## config.mk

```make
export PLATFORM = sky130hd
export DESIGN_NAME = cpu_ctrl_ws
export DESIGN_NICKNAME = d
export VERILOG_FILES = /design/src/rtl/cpu_ctrl_pkg.sv /design/src/rtl/cpu_ctrl_ws_mem_wait_timer.sv /design/src/rtl/cpu_ctrl_ws.sv
export SDC_FILE = /design/constraint.sdc
export NUM_CORES = 1
export LEC_CHECK = 0
export CAP_MARGIN = 10
export CORE_ASPECT_RATIO = 1.4
export CORE_MARGIN = 3
export CORE_UTILIZATION = 45
export CTS_CLUSTER_DIAMETER = 30
export DETAILED_ROUTE_END_ITERATION = 6
export DONT_BUFFER_PORTS = 1
export PLACE_DENSITY = 0.6
export SLEW_MARGIN = 20
export SYNTH_ARGS = -nofsm -noshare
export SYNTH_HDL_FRONTEND = slang
export SYNTH_SLANG_ARGS = --single-unit
```

## constraint.sdc

```tcl
create_clock -name clk -period 2.2 [get_ports clk]
set_clock_uncertainty 0.15 [all_clocks]
set_input_delay 0.22 -clock clk [delete_from_list [all_inputs] [get_ports clk]]
set_output_delay 0.22 -clock clk [all_outputs]
set_load 0.01 [all_outputs]
```

## src/rtl/cpu_ctrl_pkg.sv

```systemverilog
// Shared encodings for the multi-cycle CPU controller: state codes, memory
// commands, instruction fields and one-hot datapath selects.
package cpu_ctrl_pkg;

  localparam logic [4:0] ST_RST   = 5'd0;
  localparam logic [4:0] ST_IF1   = 5'd1;
  localparam logic [4:0] ST_IFW   = 5'd2;
  localparam logic [4:0] ST_UPDPC = 5'd3;
  localparam logic [4:0] ST_DEC   = 5'd4;
  localparam logic [4:0] ST_WIMM  = 5'd5;
  localparam logic [4:0] ST_GETB  = 5'd6;
  localparam logic [4:0] ST_GETA  = 5'd7;
  localparam logic [4:0] ST_EXEC  = 5'd8;
  localparam logic [4:0] ST_WB    = 5'd9;
  localparam logic [4:0] ST_MADR  = 5'd10;
  localparam logic [4:0] ST_LADR  = 5'd11;
  localparam logic [4:0] ST_MRD   = 5'd12;
  localparam logic [4:0] ST_MLD   = 5'd13;
  localparam logic [4:0] ST_WBM   = 5'd14;
  localparam logic [4:0] ST_GRD   = 5'd15;
  localparam logic [4:0] ST_SC    = 5'd16;
  localparam logic [4:0] ST_MWR   = 5'd17;
  localparam logic [4:0] ST_BR    = 5'd18;
  localparam logic [4:0] ST_BLNK  = 5'd19;
  localparam logic [4:0] ST_BLXL  = 5'd20;
  localparam logic [4:0] ST_JMP   = 5'd21;
  localparam logic [4:0] ST_HALT  = 5'd22;
  localparam logic [4:0] ST_FAULT = 5'd23;

  localparam logic [1:0] MC_NONE  = 2'b00;
  localparam logic [1:0] MC_READ  = 2'b11;
  localparam logic [1:0] MC_WRITE = 2'b10;

  localparam logic [2:0] OPC_B    = 3'b001;
  localparam logic [2:0] OPC_BL   = 3'b010;
  localparam logic [2:0] OPC_LDR  = 3'b011;
  localparam logic [2:0] OPC_STR  = 3'b100;
  localparam logic [2:0] OPC_ALU  = 3'b101;
  localparam logic [2:0] OPC_MOV  = 3'b110;
  localparam logic [2:0] OPC_HALT = 3'b111;

  localparam logic [1:0] OP_MOVR = 2'b00;
  localparam logic [1:0] OP_CMP  = 2'b01;
  localparam logic [1:0] OP_MOVI = 2'b10;
  localparam logic [1:0] OP_MEM  = 2'b00;
  localparam logic [1:0] OP_BX   = 2'b00;
  localparam logic [1:0] OP_BLX  = 2'b10;
  localparam logic [1:0] OP_BL   = 2'b11;

  localparam logic [2:0] CD_AL = 3'b000;
  localparam logic [2:0] CD_EQ = 3'b001;
  localparam logic [2:0] CD_NE = 3'b010;
  localparam logic [2:0] CD_LT = 3'b011;
  localparam logic [2:0] CD_LE = 3'b100;

  localparam logic [2:0] NS_RN = 3'b001;
  localparam logic [2:0] NS_RD = 3'b010;
  localparam logic [2:0] NS_RM = 3'b100;

  localparam logic [3:0] VS_C     = 4'b0001;
  localparam logic [3:0] VS_PC    = 4'b0010;
  localparam logic [3:0] VS_IMM   = 4'b0100;
  localparam logic [3:0] VS_MDATA = 4'b1000;

  localparam logic [2:0] PC_INC = 3'b001;
  localparam logic [2:0] PC_REG = 3'b010;
  localparam logic [2:0] PC_REL = 3'b100;

  function automatic logic cond_legal(input logic [2:0] c);
    return c <= CD_LE;
  endfunction

  function automatic logic cond_taken(input logic [2:0] c, input logic z,
                                      input logic n, input logic v);
    logic w_t;
    case (c)
      CD_AL:   w_t = 1'b1;
      CD_EQ:   w_t = z;
      CD_NE:   w_t = ~z;
      CD_LT:   w_t = n ^ v;
      CD_LE:   w_t = (n ^ v) | z;
      default: w_t = 1'b0;
    endcase
    return w_t;
  endfunction

endpackage

```

## src/rtl/cpu_ctrl_ws_mem_wait_timer.sv

```systemverilog
// Wait-state counter for memory accesses: signals completion after a fixed
// latency or on mem_ready, and a timeout when the ready handshake stalls.
module mem_wait_timer #(
  parameter int MEM_LAT   = 1,
  parameter int USE_READY = 0,
  parameter int TIMEOUT   = 15
) (
  input  logic clk,
  input  logic reset,
  input  logic clear,
  input  logic enable,
  input  logic mem_ready,
  output logic done,
  output logic timeout
);

  localparam logic [4:0] LAT_LAST = 5'(MEM_LAT - 1);
  localparam logic [4:0] TO_LAST  = 5'(TIMEOUT - 1);

  logic [4:0] r_cnt;

  // Saturates so a long ready stall never wraps back into a false completion.
  always_ff @(posedge clk) begin
    if (reset || clear)
      r_cnt <= '0;
    else if (enable && (r_cnt != 5'h1f))
      r_cnt <= r_cnt + 5'd1;
  end

  always_comb begin
    done    = 1'b0;
    timeout = 1'b0;
    if (USE_READY != 0) begin
      done    = enable & mem_ready;
      timeout = enable & ~mem_ready & (r_cnt >= TO_LAST);
    end else begin
      done    = enable & (r_cnt == LAT_LAST);
    end
  end

endmodule

```

## src/rtl/cpu_ctrl_ws.sv

```systemverilog
// Multi-cycle control FSM for the 16-bit CPU with configurable memory latency,
// optional ready handshake, timeout and illegal-encoding faults.
module cpu_ctrl_ws
  import cpu_ctrl_pkg::*;
#(
  parameter int MEM_LAT   = 1,
  parameter int USE_READY = 0,
  parameter int TIMEOUT   = 15
) (
  input  logic       clk,
  input  logic       reset,
  input  logic [2:0] opcode,
  input  logic [1:0] op,
  input  logic [2:0] cond,
  input  logic       Z,
  input  logic       N,
  input  logic       V,
  input  logic       mem_ready,
  output logic       loada,
  output logic       loadb,
  output logic       loadc,
  output logic       loads,
  output logic       asel,
  output logic       bsel,
  output logic [2:0] nsel,
  output logic [3:0] vsel,
  output logic       write,
  output logic       reset_pc,
  output logic       load_pc,
  output logic       load_ir,
  output logic       addr_sel,
  output logic       load_addr,
  output logic [2:0] pc_sel,
  output logic [1:0] mem_cmd,
  output logic       halt,
  output logic       fault,
  output logic [4:0] state_o
);

  logic [4:0] r_state;
  logic [4:0] w_next;
  logic       w_in_wait;
  logic       w_done;
  logic       w_tmo;

  assign w_in_wait = (r_state == ST_IFW) || (r_state == ST_MRD) || (r_state == ST_MWR);
  assign state_o   = r_state;

  // Held clear outside wait states, so every wait starts counting from zero.
  mem_wait_timer #(
    .MEM_LAT  (MEM_LAT),
    .USE_READY(USE_READY),
    .TIMEOUT  (TIMEOUT)
  ) u_timer (
    .clk      (clk),
    .reset    (reset),
    .clear    (~w_in_wait),
    .enable   (w_in_wait),
    .mem_ready(mem_ready),
    .done     (w_done),
    .timeout  (w_tmo)
  );

  always_ff @(posedge clk) begin
    if (reset) r_state <= ST_RST;
    else       r_state <= w_next;
  end

  always_comb begin
    w_next = r_state;
    case (r_state)
      ST_RST:   w_next = ST_IF1;
      ST_IF1:   w_next = ST_IFW;
      ST_IFW:   if (w_tmo) w_next = ST_FAULT; else if (w_done) w_next = ST_UPDPC;
      ST_MRD:   if (w_tmo) w_next = ST_FAULT; else if (w_done) w_next = ST_MLD;
      ST_MWR:   if (w_tmo) w_next = ST_FAULT; else if (w_done) w_next = ST_IF1;
      ST_UPDPC: w_next = ST_DEC;
      ST_DEC: begin
        case (opcode)
          OPC_MOV:  w_next = (op == OP_MOVI) ? ST_WIMM :
                             (op == OP_MOVR) ? ST_GETB : ST_FAULT;
          OPC_ALU:  w_next = ST_GETB;
          OPC_LDR,
          OPC_STR:  w_next = (op == OP_MEM) ? ST_GETA : ST_FAULT;
          OPC_B:    w_next = (op == 2'b00 && cond_legal(cond)) ? ST_BR : ST_FAULT;
          OPC_BL:   w_next = (op == OP_BL)  ? ST_BLNK :
                             (op == OP_BX)  ? ST_GRD  :
                             (op == OP_BLX) ? ST_BLXL : ST_FAULT;
          OPC_HALT: w_next = ST_HALT;
          default:  w_next = ST_FAULT;
        endcase
      end
      ST_WIMM:  w_next = ST_IF1;
      ST_GETB:  w_next = ST_GETA;
      ST_GETA:  w_next = (opcode == OPC_LDR || opcode == OPC_STR) ? ST_MADR : ST_EXEC;
      ST_EXEC:  w_next = (opcode == OPC_ALU && op == OP_CMP) ? ST_IF1 : ST_WB;
      ST_WB:    w_next = ST_IF1;
      ST_MADR:  w_next = ST_LADR;
      ST_LADR:  w_next = (opcode == OPC_LDR) ? ST_MRD : ST_GRD;
      ST_MLD:   w_next = ST_WBM;
      ST_WBM:   w_next = ST_IF1;
      ST_GRD:   w_next = ST_SC;
      ST_SC:    w_next = (opcode == OPC_BL) ? ST_JMP : ST_MWR;
      ST_BR:    w_next = ST_IF1;
      ST_BLNK:  w_next = ST_IF1;
      ST_BLXL:  w_next = ST_GRD;
      ST_JMP:   w_next = ST_IF1;
      ST_HALT:  w_next = ST_HALT;
      ST_FAULT: w_next = ST_FAULT;
      default:  w_next = ST_FAULT;
    endcase
  end

  always_comb begin
    loada     = 1'b0;
    loadb     = 1'b0;
    loadc     = 1'b0;
    loads     = 1'b0;
    asel      = 1'b0;
    bsel      = 1'b0;
    nsel      = NS_RN;
    vsel      = VS_C;
    write     = 1'b0;
    reset_pc  = 1'b0;
    load_pc   = 1'b0;
    load_ir   = 1'b0;
    addr_sel  = 1'b0;
    load_addr = 1'b0;
    pc_sel    = PC_INC;
    mem_cmd   = MC_NONE;
    halt      = 1'b0;
    fault     = 1'b0;
    case (r_state)
      ST_RST:   begin reset_pc = 1'b1; load_pc = 1'b1; end
      ST_IF1:   begin addr_sel = 1'b1; mem_cmd = MC_READ; end
      ST_IFW:   begin addr_sel = 1'b1; mem_cmd = MC_READ; load_ir = w_done; end
      ST_UPDPC: load_pc = 1'b1;
      ST_WIMM:  begin write = 1'b1; vsel = VS_IMM; end
      ST_GETB:  begin loadb = 1'b1; nsel = NS_RM; end
      ST_GETA:  loada = (opcode != OPC_MOV);
      ST_EXEC: begin
        asel = (opcode == OPC_MOV);
        if (opcode == OPC_ALU && op == OP_CMP) loads = 1'b1;
        else                                    loadc = 1'b1;
      end
      ST_WB:    begin write = 1'b1; nsel = NS_RD; end
      ST_MADR:  begin bsel = 1'b1; loadc = 1'b1; end
      ST_LADR:  load_addr = 1'b1;
      ST_MRD:   mem_cmd = MC_READ;
      ST_WBM:   begin write = 1'b1; nsel = NS_RD; vsel = VS_MDATA; end
      ST_GRD:   begin loadb = 1'b1; nsel = NS_RD; end
      ST_SC:    begin asel = 1'b1; loadc = 1'b1; end
      ST_MWR:   mem_cmd = MC_WRITE;
      ST_BR:    begin load_pc = cond_taken(cond, Z, N, V); pc_sel = PC_REL; end
      ST_BLNK:  begin write = 1'b1; vsel = VS_PC; load_pc = 1'b1; pc_sel = PC_REL; end
      ST_BLXL:  begin write = 1'b1; vsel = VS_PC; end
      ST_JMP:   begin load_pc = 1'b1; pc_sel = PC_REG; end
      ST_HALT:  halt = 1'b1;
      ST_FAULT: fault = 1'b1;
      default:  ;
    endcase
  end

endmodule

```

== Word-level counts from Yosys, hierarchy flattened ==
Cells that the tools add are included.
W data, S select, Z words.
Storage, ports and cells
  register bits: 10
  bits of input ports: 14
  output and inout bits: 31
  logic and storage cells: 111
Cells by class
  $add $sub $neg: 1
  order comparisons: 1
  equal/unequal tests: 42
  multiplexer cells: 37
  bitwise operators: 5
  reductions and logical operators: 23
Operator list (count)
  $pmux W5 S17: 1
  $eq A5 B4 Y1 const B: 8
  $eq A5 B5 Y1 const B: 8
  $mux W5: 8
  $pmux W5 S6: 1
  $eq A5 B3 Y1 const B: 4
  $eq A3 B3 Y1 const B: 5
  $mux W1: 13
  $eq A3 B2 Y1 const B: 4
  $pmux W3 S2: 2
  $pmux W4 S3: 1
  $reduce_or A2 Y1: 6
  $eq A5 B2 Y1 const B: 2
  $logic_not A5 Y1: 2
  $reduce_or A7 Y1: 1
  $eq A3 B1 Y1 const B: 2
  $mux W2: 3
  $mux W3: 2
  $ne A2 B2 Y1 const B: 3
  $pmux W1 S2: 3
  $reduce_or A3 Y1: 2
  $add A5 B1 Y5 const B: 1
  $eq A5 B1 Y1 const B: 1
  $ne A5 B5 Y1 const B: 1
  18 further kinds: 25

== Depth between registers and ports, before layout ==
Gate-level depths: netlist of run 1.
  word-level depth: 6
  gate-level depth with buffers: 7
  mapped depth without buffers: 6

== Cells and area by module ==
From an unflattened synthesis of run 1, not the netlist that was laid out.
Unflattened totals
  cell total of the unflattened synthesis: 227
  area total of the unflattened synthesis: 1465.2 µm²
By module, submodules not included
  cpu_ctrl_ws: times used 1, cells an instance 194, area an instance 1192.4 µm²
  mem_wait_timer: times used 1, cells an instance 33, area an instance 272.8 µm²

== Worst setup path before layout of run 1 ==
Ideal clock, no wire load.
  path kind: register to output
  start: register r_state[3] (netlist: state_o[3])
  end: output load_pc
  arrival: 1.669 ns
  required time: 1.830 ns
  slack: 0.161 ns
  cell stages (with the launch flop): 7
  path buffers: 2
  cell sequence: dfxtp_1 > buf_2 > or2_2 > clkbuf_1 > nor2_2 > o311ai_0 > o32ai_1
On the way
  word-level cells in the longest chain between the ends: 3
RTL lines
  start, declared: RTL line cpu_ctrl_ws.sv:40  | logic [4:0] r_state;
  start signal, assigned: RTL line cpu_ctrl_ws.sv:66  | else r_state <= w_next;
  $eq A5 B5 Y1 (tied with other cells): RTL line cpu_ctrl_ws.sv:133  | case (r_state)
  $reduce_or A4 Y1 (no source line)
  $pmux W1 S2 (*): RTL line cpu_ctrl_ws.sv:133
  end, declared: RTL line cpu_ctrl_ws.sv:29  | output logic load_pc,
Mark *: on every way between the ends. The rest lies on a longest branch, timed or not.

== Worst setup path in the final report of run 1 ==
  start: register r_state[2] (netlist: state_o[2])
  end: output load_pc
Same word-level chain as after synthesis.

==> flow_summary.json, run 1 <==
{
  "leakage_uw": 0.0006049,
  "grt_overflow_total": 0,
  "yosysTopAreaCellShare_pct": 13.89,
  "yosys-top-cells-area": "dfxtp_1 (14%), nor2_1 (6.3%), mux2i_1 (4.9%)",
  "synth_edf_count": 0,
  "startpoint_type": "flop",
  "tightest_slew_ns": 0.5443,
  "synth_seq_cells": 10,
  "ant_nets": 0,
  "final_layout_size_suffix_gt1_share_pct": 22.60,
  "synth_warnings": 0,
  "cp_cell_sequence": "buf_4, or2_2, o21ai_0, mux2i_1, o32ai_1, buf_4",
  "root_buffer": "clkbuf_8",
  "drt_iter0_drc": 42,
  "outcome": "finished clean",
  "crit_path_end_kind": "output port",
  "slew_headroom_pct": 63.25,
  "port-buffer-count": 0,
  "p_int_uw": 793.4,
  "yosys.cell_count.top_type": "nor2_1",
  "finalPower_uw": 1518,
  "place_hpwl_um": 3226,
  "crit_buf_inv": 2,
  "postSynthAreaPerCell_um2": 7.243,
  "drcViolationCount": 0,
  "slew_viol_final": 0,
  "power.switching_uw": 725.0,
  "wirelength_um": 4246,
  "crit_type": "reg2out",
  "rows": 23,
  "place_congestion": 0.8935,
  "core_area_um2": 2964,
  "cp_slowest_cell": "dfxtp_1",
  "irDropWorstVdd_v": 0.0004805,
  "ys_types": 57,
  "crit_top_cell": "buf_4",
  "hold_violations": 0,
  "synth_top_cell_by_area": "dfxtp_1",
  "switching_share_pct": 47.75,
  "crit_arrival_ns": 1.70,
  "setup_tns_ns": 0,
  "cts_buffers": 3,
  "ios": 45,
  "worst_skew_pair.late_latency_ns": 0.23,
  "postCtsSetupBuffers": 0,
  "die-area_um2": 3928,
  "ys_async_sr_fraction_pct": 0,
  "vias": 1574,
  "die_x_um": 53.83,
  "yosysSeqAreaShare_pct": 13.89,
  "syn_area_um2": 1441,
  "grt_pass1_wl_um": 6679,
  "initial_core_util_pct": 48.63,
  "vias_per_cell": 6.424,
  "hold_path.class": "in2reg",
  "setup_viol_count_final": 0,
  "final_nets": 226,
  "pwr-share-clk_pct": 15.1,
  "netlist_instances": 199,
  "ctsHtreeMaxLevel": 1,
  "area_delta_synth_final_pct": 15.10,
  "fmax_mhz": 482.2,
  "slowest_delay_ns": 0.40,
  "utilization_pct": 55.97,
  "critical_path.max_fanout": 11,
  "synth-main-ff-cell": "dfxtp_1",
  "crit_required_ns": 1.83,
  "path_delay_family": "flip-flops",
  "share_comb_of_total_power_pct": 64.9,
  "grt_pass1_vias": 1442,
  "drv_cap": 0,
  "drt_first_pass_iters": 4,
  "clkSinkCount": 10,
  "antenna_found_initial": 0,
  "routedWlPerCell_um": 17.33,
  "hold_ws_ns": 0.01705,
  "diodes": 0,
  "grtUsageTotal_pct": 22.05,
  "synthesis.nets": 216,
  "yosys-top-cells-count": "nor2_1 (24), buf_2 (13), nor3_1 (12)",
  "die_y_um": 72.97,
  "seq_power_share_pct": 19.9,
  "path_clk_slew_ns": 0.05,
  "power_density_nw_per_um2": 915.2,
  "grt_max_degree": 21,
  "cts_buffer_depth": 2,
  "rsz0062_at_grt": "false",
  "cts_tree": "built",
  "period_minus_slack_ns": 2.074,
  "period_share_pct": 94.27
}
==> cells in the final DEF, fill, tap and decap left out, types with 7 or more instances in the layout <==
cell,synthesis,layout
buf_4,0,26
dfxtp_1,10,7
inv_1,7,7
mux2i_1,7,7
nand2_1,11,11
nand2b_1,8,8
nor2_1,24,24
nor3_1,12,12
o21ai_0,10,9
==> kinds of logic after synthesis <==
family | Yosys count | share of synthesized area [%]
AOI/OAI and AO/OA | 49 | 26.39
and+or+nand+nor | 93 | 37.67
DFF | 10 | 13.89
adders and majority gates | 3 | 2.604
xor gates and xnor gates | 8 | 4.861
buffers and inverters | 29 | 9.722
muxes | 7 | 4.861
==> timing repair <==
item                       4_1_cts  5_1_grt
pin swaps                        0        0
hold buffers                     1        0
setup endpoints to repair        1        7
resized for setup                1        7
hold endpoints to repair         3        0
==> per-layer routing <==
layer | routed length [µm] | up-vias | global-route usage, %
met4 | 63 | 0 | 7.955
met5 | 0 | - | 0
met3 | 243 | 8 | 2.045
met1 | 1709 | 758 | 26.50
li1 | - | 761 | -
met2 | 2229 | 47 | 39.08
==> registers in the layout, summed over array words and instances (netlist names) <==
register and cells:
state_o 5, u_timer.r_cnt 5
==> stage by stage <==
stage / instance area (µm²) / setup slack [ns] / std cells
floorplan: 1441 / 0.1612 / 199
global placement: 1569 / 0.2249 / 240
detailed placement: 1569 / 0.1903 / 240
CTS: 1635 / 0.02685 / 245
global route: 1659 / 0.01322 / 245
finish: 1659 / 0.1261 / 245
==> final timing paths <==
check              startpoint          endpoint  slack (ns)  cells after the start
max reg2reg  u_timer.r_cnt[0]        state_o[4]        0.23                      6
max                state_o[2]           load_pc        0.13                      6
min reg2reg  u_timer.r_cnt[4]  u_timer.r_cnt[4]        0.41                      2
min                     reset        state_o[3]        0.02                      2
==> power by group through the flow <==
stage	clock [µW]	combinational (µW)	sequential, µW
floorplan	0	772	246
global placement	0	954	296
detailed placement	0	967	298
CTS	238	973	296
global route	247	1080	312
finish	230	986	303
==> final cells by class <==
class	count	area (µm²)
sequential	10	203.9
timing repair buffer	27	205.2
tap	37	46.29
multi-input combinational	160	1122
fill	294	1305
inverter	7	26.28
clock buffer	4	55.05
Power figures use the tool's default switching activity.
==> inputs of run 2 (changes only) <==
--- a/config.mk
+++ b/config.mk
@@ -16,4 +16,5 @@
 export SLEW_MARGIN = 20
 export SYNTH_ARGS = -nofsm -noshare
 export SYNTH_HDL_FRONTEND = slang
+export SYNTH_HIERARCHICAL = 1
 export SYNTH_SLANG_ARGS = --single-unit
==> flow_summary.json, run 2 <==
{
  "cp_cell_sequence": "nand2b_4, or2_4, o21ai_4, nand2_2, nor4_4, nand2b_1, a311oi_2, a32oi_1, o21a_1",
  "yosysSeqAreaShare_pct": 13.66,
  "synth_edf_count": 0,
  "synth_seq_cells": 10,
  "place_hpwl_um": 3480,
  "cts_buffer_depth": 2,
  "cp_slowest_cell": "dfxtp_2",
  "vias_per_cell": 6.246,
  "wirelength_um": 4728,
  "yosys-top-cells-area": "dfxtp_1 (14%), o21ai_0 (7.2%), nor2_1 (5.6%)",
  "period_share_pct": 100.2,
  "rsz0062_at_grt": "true",
  "synth-main-ff-cell": "dfxtp_1",
  "yosys.cell_count.top_type": "nor2_1",
  "path_delay_family": "simple AND/OR/NAND/NOR gates",
  "critical_path.max_fanout": 4,
  "root_buffer": "clkbuf_8",
  "utilization_pct": 60.41,
  "die_x_um": 54.23,
  "place_ws_ns": -0.1102,
  "leakage_uw": 0.0006759,
  "fmax_mhz": 453.8,
  "irDropWorstVdd_v": 0.0008968,
  "setup_tns_ns": -0.003657,
  "final_layout_size_suffix_gt1_share_pct": 25.41,
  "mostFrequentLayoutCells": "buf_4 (27), nor2_1 (22), nand2_1 (19), o21ai_0 (18), a21oi_1 (15)",
  "slew_headroom_pct": 57.08,
  "postSynthAreaPerCell_um2": 6.454,
  "antenna_found_initial": 0,
  "rows": 23,
  "yosys-top-cells-count": "nor2_1 (22), o21ai_0 (21), nand2_1 (20)",
  "violations": "setup timing",
  "setup_viol_count_final": 1,
  "ys_types": 55,
  "ys_async_sr_fraction_pct": 0,
  "met1_usage_pct": 30.30,
  "port-buffer-count": 0,
  "hold_violations": 0,
  "grt_max_degree": 35,
  "ctsHtreeMaxLevel": 1,
  "place_congestion": 0.9157,
  "final_common_cell": "buf_4",
  "yosysTopAreaCellShare_pct": 13.66,
  "grt_use_met2_pct": 42.48,
  "ios": 45,
  "tightest_slew_ns": 0.6357,
  "power_density_nw_per_um2": 1095,
  "grt_pass1_wl_um": 7493,
  "outcome": "complete, but fails checks",
  "grt_pass1_vias": 1634,
  "grt.met3_usage_pct": 3.245,
  "drt_iter0_drc": 94,
  "netlist_instances": 227,
  "postCtsSetupBuffers": 0,
  "synth_warnings": 6,
  "crit_arrival_ns": 2.18,
  "hold_path.class": "in2reg",
  "crit_type": "reg2reg",
  "cts_tree": "built",
  "crit_required_ns": 2.17,
  "drcViolationCount": 0,
  "syn_area_um2": 1465,
  "startpoint_type": "flop",
  "vias": 1755,
  "grtUsageTotal_pct": 24.24,
  "fillers": 303,
  "period_minus_slack_ns": 2.204,
  "crit_path_end_kind": "flop",
  "slew_viol_final": 0,
  "path_clk_slew_ns": 0.05,
  "cts_buffers": 3,
  "ant_nets": 0,
  "clkSinkCount": 10,
  "finalWorstSetupSlack_ns": -0.003657,
  "area_delta_synth_final_pct": 23.40,
  "final_nets": 262,
  "slowest_delay_ns": 0.33,
  "worst_skew_pair.late_latency_ns": 0.24,
  "synthesis.nets": 244,
  "initial_core_util_pct": 48.95,
  "grt_overflow_total": 0,
  "drv_cap": 0,
  "drt_first_pass_iters": 4,
  "hold_ws_ns": 0.003976,
  "diodes": 0,
  "crit_buf_inv": 0,
  "routedWlPerCell_um": 16.83,
  "synth_top_cell_by_area": "dfxtp_1",
  "rrSetupSlack_ns": -0.004,
  "die_y_um": 73.52,
  "die-area_um2": 3986,
  "finalPower_uw": 1980,
  "top_usage_layer": "met2",
  "core_area_um2": 2993
}
-- run 2: final cells by class --
cell class	instances	area (µm²)	area share (%)
tap	37	46.29	2.561
timing repair buffer	32	257.7	14.26
clock buffer	4	55.05	3.045
multi-input combinational	190	1214	67.13
sequential	10	205.2	11.35
inverter	8	30.03	1.661
-- run 2: timing repair --
| action | 4_1_cts | 5_1_grt |
|---|---|---|
| setup endpoints to repair | 4 | 9 |
| pin swaps | 5 | 1 |
| gates resized for setup | 6 | 9 |
| hold buffers | 1 | 0 |
| hold endpoints to repair | 3 | 0 |
-- run 2: worst paths after layout --
kind	startpoint	endpoint	cells after the start
worst max-delay path	state_o[4]	state_o[4]	9
worst max register to register	state_o[4]	state_o[4]	9
worst min-delay path	reset	state_o[4]	2
worst min register to register	u_timer/r_cnt[1]	u_timer/r_cnt[1]	2
-- run 2: cell families (layout without fill, tap and decap cells) --
kind of cell,after synthesis,after routing,synth area share [%]
AOI/OAI and AO/OA,70,70,31.09
xor gates and xnor gates,5,5,2.989
adders and majority gates,3,3,2.562
buffers and inverters,27,44,9.393
DFF,10,10,13.66
other,1,1,0.2559
and+or+nand+nor,111,111,40.05
-- run 2: metrics by stage --
step	cell area, µm²	std cells
2_1_floorplan	1520	227
3_3_place_gp	1685	276
3_5_place_dp	1685	276
4_1_cts	1767	281
5_1_grt	1808	281
6_report	1808	281
-- run 2: power breakdown --
part | internal, µW | switching (µW) | leakage (µW)
clock network | 157 | 71.3 | 0.0000288
registers | 220 | 43.9 | 0.0000830
logic | 618 | 869 | 0.000564
-- run 2: worst register-to-register path, stage by stage (launching register included) --
cell	delay [ns]
dfxtp_2	0.33
nand2b_4	0.14
or2_4	0.26
o21ai_4	0.14
nand2_2	0.07
nor4_4	0.18
nand2b_1	0.16
a311oi_2	0.30
a32oi_1	0.13
o21a_1	0.22
-- run 2: per-layer routing --
layer / wire length [µm] / share of wire (%) / vias up
met5: 0 / 0 / -
met4: 94 / 2.0 / 0
met3: 334 / 7.1 / 10
met2: 2411 / 51 / 76
met1: 1889 / 40 / 813
li1: - / - / 856
